`config.mk`:
```
export PLATFORM = sky130hd
export DESIGN_NAME = alu_mc
export DESIGN_NICKNAME = d
export VERILOG_FILES = /design/src/rtl/alu_mc.sv
export SDC_FILE = /design/constraint.sdc
export NUM_CORES = 1
export LEC_CHECK = 0
export BUFFER_PORTS_ARGS = -buffer_cell sky130_fd_sc_hd__buf_2
export CORE_MARGIN = 2
export CORE_UTILIZATION = 30
export DETAILED_ROUTE_END_ITERATION = 8
export GPL_TIMING_DRIVEN = 0
export PLACE_DENSITY = 0.57
export SYNTH_ARGS = -nofsm -noshare
export SYNTH_HDL_FRONTEND = slang
export SYNTH_SLANG_ARGS = --single-unit
export TNS_END_PERCENT = 100
```
`constraint.sdc`:
```
create_clock -name clk -period 3.6 [get_ports clk]
set_clock_uncertainty 0.2 [all_clocks]
set_input_delay 0.18 -clock clk [delete_from_list [all_inputs] [get_ports clk]]
set_output_delay 0.18 -clock clk [all_outputs]
set_load 0.05 [all_outputs]
```
`src/rtl/alu_mc.sv`:
```
// alu_mc: parametrised multi-cycle ALU with valid/ready handshakes on both sides.
// Single-cycle ops: ADD/SUB/AND/OR/XOR/LUI/SLL/SRL/SRA.
// Optional iterative MULU (shift-add) and DIVU (restoring). Enable them by defining ALU_MULDIV_EN.
// When that macro is undefined, opcodes 1001/1010 decode as illegal and result_hi is tied to zero.

module alu_mc #(
    parameter int WIDTH = 32
) (
    input  logic             clk,
    input  logic             rst_n,
    input  logic             in_valid,
    output logic             in_ready,
    input  logic [3:0]       op,
    input  logic [WIDTH-1:0] a,
    input  logic [WIDTH-1:0] b,
    output logic             out_valid,
    input  logic             out_ready,
    output logic [WIDTH-1:0] result,
    output logic [WIDTH-1:0] result_hi,
    output logic             zero,
    output logic             ovf,
    output logic             illegal
);

    localparam int SW = $clog2(WIDTH);
    localparam logic [WIDTH-1:0] LOW_MASK = {{(WIDTH/2){1'b0}}, {(WIDTH/2){1'b1}}};

    localparam logic [1:0] S_IDLE = 2'd0;
    localparam logic [1:0] S_DONE = 2'd2;

    localparam logic [3:0] OP_ADD = 4'b0000;
    localparam logic [3:0] OP_SUB = 4'b0001;
    localparam logic [3:0] OP_AND = 4'b0010;
    localparam logic [3:0] OP_OR  = 4'b0011;
    localparam logic [3:0] OP_XOR = 4'b0100;
    localparam logic [3:0] OP_LUI = 4'b0101;
    localparam logic [3:0] OP_SLL = 4'b0110;
    localparam logic [3:0] OP_SRL = 4'b0111;
    localparam logic [3:0] OP_SRA = 4'b1000;

`ifdef ALU_MULDIV_EN
    localparam logic [1:0] S_BUSY = 2'd1;
    localparam logic [3:0] OP_MULU = 4'b1001;
    localparam logic [3:0] OP_DIVU = 4'b1010;
    localparam int CW = SW + 1;
    localparam logic [CW-1:0] COUNT_INIT = CW'(WIDTH);
`endif

    logic [1:0]       state_q, state_d;
    logic [WIDTH-1:0] result_q, result_d;
    logic             zero_q, zero_d;
    logic             ovf_q, ovf_d;
    logic             illegal_q, illegal_d;

    logic             is_sub;
    logic [WIDTH-1:0] b_eff;
    logic [WIDTH-1:0] add_res;
    logic [SW-1:0]    shamt;
    logic [WIDTH-1:0] alu_res;
    logic             alu_ovf;
    logic             alu_illegal;
    logic             start_muldiv;

`ifdef ALU_MULDIV_EN
    logic [WIDTH-1:0] result_hi_q, result_hi_d;
    logic [WIDTH-1:0] acc_hi_q, acc_hi_d;
    logic [WIDTH-1:0] acc_lo_q, acc_lo_d;
    logic [WIDTH-1:0] opnd_q, opnd_d;
    logic             is_div_q, is_div_d;
    logic [CW-1:0]    count_q, count_d;
    logic [WIDTH:0]   mul_sum;
    logic [WIDTH:0]   div_shift;
    logic [WIDTH-1:0] div_diff;
    logic [WIDTH-1:0] step_hi;
    logic [WIDTH-1:0] step_lo;
`endif

    // Single-cycle datapath: evaluates the live operands so the result is ready at the accepting edge
    always_comb begin
        is_sub      = (op == OP_SUB);
        b_eff       = is_sub ? ~b : b;
        add_res     = a + b_eff + {{(WIDTH-1){1'b0}}, is_sub};
        shamt       = b[SW-1:0];
        alu_res     = '0;
        alu_ovf     = 1'b0;
        alu_illegal = 1'b0;
        case (op)
            OP_ADD, OP_SUB: begin
                alu_res = add_res;
                alu_ovf = (a[WIDTH-1] == b_eff[WIDTH-1]) && (add_res[WIDTH-1] != a[WIDTH-1]);
            end
            OP_AND: alu_res = a & b;
            OP_OR:  alu_res = a | b;
            OP_XOR: alu_res = a ^ b;
            OP_LUI: alu_res = (a & LOW_MASK) + (b << (WIDTH/2));
            OP_SLL: alu_res = a << shamt;
            OP_SRL: alu_res = a >> shamt;
            OP_SRA: alu_res = $unsigned($signed(a) >>> shamt);
`ifdef ALU_MULDIV_EN
            OP_MULU, OP_DIVU: alu_res = '0;
`endif
            default: alu_illegal = 1'b1;
        endcase
    end

`ifdef ALU_MULDIV_EN
    assign start_muldiv = (op == OP_MULU) || (op == OP_DIVU);

    // One MULU/DIVU iteration. acc_hi/acc_lo hold {partial product, multiplier} or {remainder, dividend/quotient}
    always_comb begin
        mul_sum   = {1'b0, acc_hi_q} + (acc_lo_q[0] ? {1'b0, opnd_q} : {(WIDTH+1){1'b0}});
        div_shift = {acc_hi_q, acc_lo_q[WIDTH-1]};
        div_diff  = div_shift[WIDTH-1:0] - opnd_q;
        if (is_div_q) begin
            if (div_shift >= {1'b0, opnd_q}) begin
                step_hi = div_diff;
                step_lo = {acc_lo_q[WIDTH-2:0], 1'b1};
            end else begin
                step_hi = div_shift[WIDTH-1:0];
                step_lo = {acc_lo_q[WIDTH-2:0], 1'b0};
            end
        end else begin
            step_hi = mul_sum[WIDTH:1];
            step_lo = {mul_sum[0], acc_lo_q[WIDTH-1:1]};
        end
    end
`else
    assign start_muldiv = 1'b0;
`endif

    // Control FSM: capture on accept, iterate in BUSY, hold the result registers in DONE until consumed
    always_comb begin
        state_d   = state_q;
        result_d  = result_q;
        zero_d    = zero_q;
        ovf_d     = ovf_q;
        illegal_d = illegal_q;
`ifdef ALU_MULDIV_EN
        result_hi_d = result_hi_q;
        acc_hi_d    = acc_hi_q;
        acc_lo_d    = acc_lo_q;
        opnd_d      = opnd_q;
        is_div_d    = is_div_q;
        count_d     = count_q;
`endif
        case (state_q)
            S_IDLE: begin
                if (in_valid) begin
                    if (start_muldiv) begin
`ifdef ALU_MULDIV_EN
                        state_d  = S_BUSY;
                        count_d  = COUNT_INIT;
                        is_div_d = (op == OP_DIVU);
                        acc_hi_d = '0;
                        acc_lo_d = (op == OP_DIVU) ? a : b;
                        opnd_d   = (op == OP_DIVU) ? b : a;
`endif
                    end else begin
                        state_d   = S_DONE;
                        result_d  = alu_res;
                        zero_d    = (alu_res == '0);
                        ovf_d     = alu_ovf;
                        illegal_d = alu_illegal;
`ifdef ALU_MULDIV_EN
                        result_hi_d = '0;
`endif
                    end
                end
            end
`ifdef ALU_MULDIV_EN
            S_BUSY: begin
                acc_hi_d = step_hi;
                acc_lo_d = step_lo;
                count_d  = count_q - 1'b1;
                if (count_q == {{(CW-1){1'b0}}, 1'b1}) begin
                    state_d     = S_DONE;
                    result_d    = step_lo;
                    result_hi_d = step_hi;
                    zero_d      = (step_lo == '0);
                    ovf_d       = 1'b0;
                    illegal_d   = 1'b0;
                end
            end
`endif
            S_DONE: begin
                if (out_ready) begin
                    state_d = S_IDLE;
                end
            end
            default: state_d = S_IDLE;
        endcase
    end

    // State and result registers; reset discards any in-flight operation
    always_ff @(posedge clk or negedge rst_n) begin
        if (!rst_n) begin
            state_q   <= S_IDLE;
            result_q  <= '0;
            zero_q    <= 1'b0;
            ovf_q     <= 1'b0;
            illegal_q <= 1'b0;
`ifdef ALU_MULDIV_EN
            result_hi_q <= '0;
            acc_hi_q    <= '0;
            acc_lo_q    <= '0;
            opnd_q      <= '0;
            is_div_q    <= 1'b0;
            count_q     <= '0;
`endif
        end else begin
            state_q   <= state_d;
            result_q  <= result_d;
            zero_q    <= zero_d;
            ovf_q     <= ovf_d;
            illegal_q <= illegal_d;
`ifdef ALU_MULDIV_EN
            result_hi_q <= result_hi_d;
            acc_hi_q    <= acc_hi_d;
            acc_lo_q    <= acc_lo_d;
            opnd_q      <= opnd_d;
            is_div_q    <= is_div_d;
            count_q     <= count_d;
`endif
        end
    end

    assign in_ready  = (state_q == S_IDLE);
    assign out_valid = (state_q == S_DONE);
    assign result    = result_q;
    assign zero      = zero_q;
    assign ovf       = ovf_q;
    assign illegal   = illegal_q;
`ifdef ALU_MULDIV_EN
    assign result_hi = result_hi_q;
`else
    assign result_hi = '0;
`endif

endmodule

```
==> results.sh <==
export IMPL_path_max_fanout=10
export IMPL_max_freq_mhz=266.8
export IMPL_numCtsBuffers=5
export IMPL_ys_ff_latch=36
export IMPL_min_path_cells=4
export IMPL_synthXorXnorAreaFrac_pct=3.591
export IMPL_synthCells=1358
export IMPL_layout_drive_gt1_share_pct=27.25
export IMPL_utilization_pct=38.71
export IMPL_finalCritPeriodShare_pct=104.1
export IMPL_synth_most_common_cell="nand2_1"
export IMPL_grt_overflow=0
export IMPL_synth_yosys_seq_area_share_pct=8.794
export IMPL_hp_class="input pin to register"
export IMPL_worstPathCellList="buf_4, clkbuf_1, buf_1, nand4_1, nor2_2, and4_1, a41oi_1, o2111ai_1, a211o_1, nor4_2, nand3_1, o31ai_1"
export IMPL_slew_headroom_pct=2.406
export IMPL_finalMaxSlewViolations=0
export IMPL_tightest_slew_ns=1.461
export IMPL_antenna_found_initial=1
export IMPL_cp_start_kind="input pin"
export IMPL_setup_viol=1
export IMPL_worst_path_largest_cell_delay_ns=0.75
export IMPL_diodes=0
export IMPL_synth_compound_area_share_pct=26.64
export IMPL_grt_pass1_wl_um=84460
export IMPL_synth_edff_count=0
export IMPL_comb_power_share_pct=73.4
export IMPL_synthAdderAreaFrac_pct=12.65
export IMPL_outcome="finished, violations left"
export IMPL_routed_wl_um=59720
export IMPL_first_iter_violations=1384
export IMPL_p_seq_share_pct=15.5
export IMPL_synthArstFlopShare_pct=100.0
export IMPL_clock_latency_ns=0.27
export IMPL_path_clk_slew_ns=0.05
export IMPL_stdcell_count=2004
export IMPL_clkSinkCount=36
export IMPL_yosys_top_cells_count="nand2_1 (165), nor2_1 (107), ha_1 (102), o21ai_0 (87), a21oi_1 (86)"
export IMPL_period_needed_ns=3.749
export IMPL_design_core_area_mm2=0.03362
export IMPL_worstSetupPathDepth=12
export IMPL_synthSimpleGateAreaFrac_pct=18.88
export IMPL_tritoncts="yes"
export IMPL_critPathSlowestCell="nand4_1"
export IMPL_dp_cells=1947
export IMPL_grt_pass1_vias=11640
export IMPL_cap_violations=0
export IMPL_die_width_um=188.8
export IMPL_path_class="input pin to register"
export IMPL_worst_ep_arrival_time_ns=3.70
export IMPL_synth_area_leader_cell="ha_1"
export IMPL_synth_cell_types=92
export IMPL_vias=12450
export IMPL_critPathLaunch="op[1]"
export IMPL_path_buf_inv=3
export IMPL_reg2reg_depth=9
export IMPL_violations="setup timing"
export IMPL_drt_first_pass_iters=6
export IMPL_rsz0062_at_grt="yes"
export IMPL_crit_family="simple AND/OR/NAND/NOR gates"
export IMPL_synth_top_cell_area_share_pct=12.46
export IMPL_hpwl_um=47560
export IMPL_peakVddDrop_v=0.0003397
export IMPL_grt_max_degree=37
export IMPL_yosys_warnings=0
export IMPL_power_density_mw_per_mm2=260.5
export IMPL_cp_required_ns=3.55
export IMPL_synth_area_per_cell_um2=7.543
export IMPL_synth_ff_type="dfrtp_1"
export IMPL_holdWs_ns=0.1822
export IMPL_final_setup_tns_ns=-0.1487
export IMPL_place_congestion=1.042
export IMPL_switching_power_mw=1.832
export IMPL_p_clk_share_pct=11.1
export IMPL_timing_rr_start="state_q[1]"
export IMPL_track_usage_pct=32.49
export IMPL_synth_top_family_by_area="compound AO/OA/AOI/OAI gates"
export IMPL_dieArea_mm2=0.03564
export IMPL_viasPerCell=6.212
export IMPL_htree_levels=2
export IMPL_routedWlPerCell_um=29.80
export IMPL_pre_cts_ws_ns=-1.792
export IMPL_fin_nets=1733
export IMPL_internal_power_mw=1.557
export IMPL_io_buffers=108
export IMPL_ctsLongestPathBuffers=2
export IMPL_rows=67
export IMPL_ios=141
export IMPL_synth_area_mux_share_pct=19.67
export IMPL_syn_cell_area_mm2=0.01024
export IMPL_netlist_top_cells_area="ha_1 (12%), mux4_2 (9.5%), dfrtp_1 (8.8%), mux2i_1 (6.8%), nand2_1 (6.0%)"
export IMPL_holdCritStartpoint="in_valid"
export IMPL_swShare_pct=54.07
export IMPL_clock_root_buffer="clkbuf_16"
export IMPL_fin_ws_ns=-0.1487
export IMPL_report_final_hold_viol_count=0
export IMPL_syn_to_final_growth_pct=27.02
export IMPL_ant_nets=0
export IMPL_worstSetupEndpointType="register"
export IMPL_drcViolationCount=0
export IMPL_initial_core_util_pct=30.47
export IMPL_leakage_nw=5.706
export IMPL_die_y_um=188.8
## final timing paths
check,to,slack (ns)
worst max-delay path,zero,-0.15
worst min-delay path,result[1],0.18
worst max register to register,zero,0.78
worst min register to register,result[10],0.26
max in group asynchronous,ovf,2.39
min in group asynchronous,illegal,0.32
## layout by cell type (no fill, tap or decap), types with 12 or more instances in the layout
master and n:
o21a_1 14, buf_4 96, o31ai_1 12, xnor2_1 30, conb_1 32, a31oi_1 13
mux2_2 22, a21oi_1 77, buf_2 116, a22oi_1 12, o21ai_0 78, dfrtp_1 36
nand3_1 20, inv_1 70, mux2i_1 69, nand4_1 15, nor2_1 102, a211oi_1 13
clkbuf_1 48, ha_1 95, o211ai_1 22, nand2_1 164, nor3_1 23, mux4_2 43
## worst min-delay path: stages
cell     delay, ns
buf_2         0.10
nor2b_1       0.17
nor2_1        0.11
a31oi_1       0.05
## state kept, by name, summed over array words and instances, names as in the netlist
| name | count |
|---|---|
| result | 32 |
| illegal | 1 |
| zero | 1 |
| state_q | 1 |
| ovf | 1 |
## per-stage QoR
stage | instance area, um2 | total power, mW
global route | 13010 | 3.537
detailed placement | 11540 | 2.669
finish | 13010 | 3.389
global placement | 11500 | 2.664
floorplan | 10400 | 1.964
CTS | 12650 | 3.243
## cells by family after synthesis
family / count (synthesis)
adder cells (fa/ha/maj): 103
AO/OA/AOI/OAI: 407
XOR/XNOR: 42
multiplexers: 141
flip-flops: 36
AND/OR/NAND/NOR: 415
other: 1
buffers and inverters: 213
## power groups by stage
stage	clock network [mW]	registers (mW)	logic [mW]
after detailed placement	0	0.532	2.14
after floorplan	0	0.807	1.16
after global placement	0	0.528	2.14
final	0.377	0.524	2.49
after CTS	0.387	0.525	2.33
after global routing	0.404	0.534	2.60
## routing by layer
| metal | vias to the layer above | part of all wire (%) | global-route usage (%) |
|---|---|---|---|
| li1 | 5398 | - | - |
| met1 | 6077 | 42 | 44.00 |
| met2 | 820 | 45 | 52.40 |
| met3 | 153 | 8.0 | 2.924 |
| met4 | 0 | 5.7 | 14.69 |
| met5 | - | 0 | 0 |
## what timing repair did
action,4_1_cts,5_1_grt
gates cloned,0,1
hold endpoints to repair,37,0
setup buffers,35,22
pin swaps,37,34
resized for setup,171,44
hold buffers,2,0
setup endpoints to repair,28,6
## cell type report
class,count,area (um2)
Inverter,74,301.5
Fill cell,3543,20600
Buffer,131,932.1
Tap cell,448,560.5
Clock buffer,5,125.1
Timing Repair Buffer,170,1085
Sequential cell,36,900.9
Multi-Input combinational cell,1140,9106
Power figures use the tool's default switching activity.
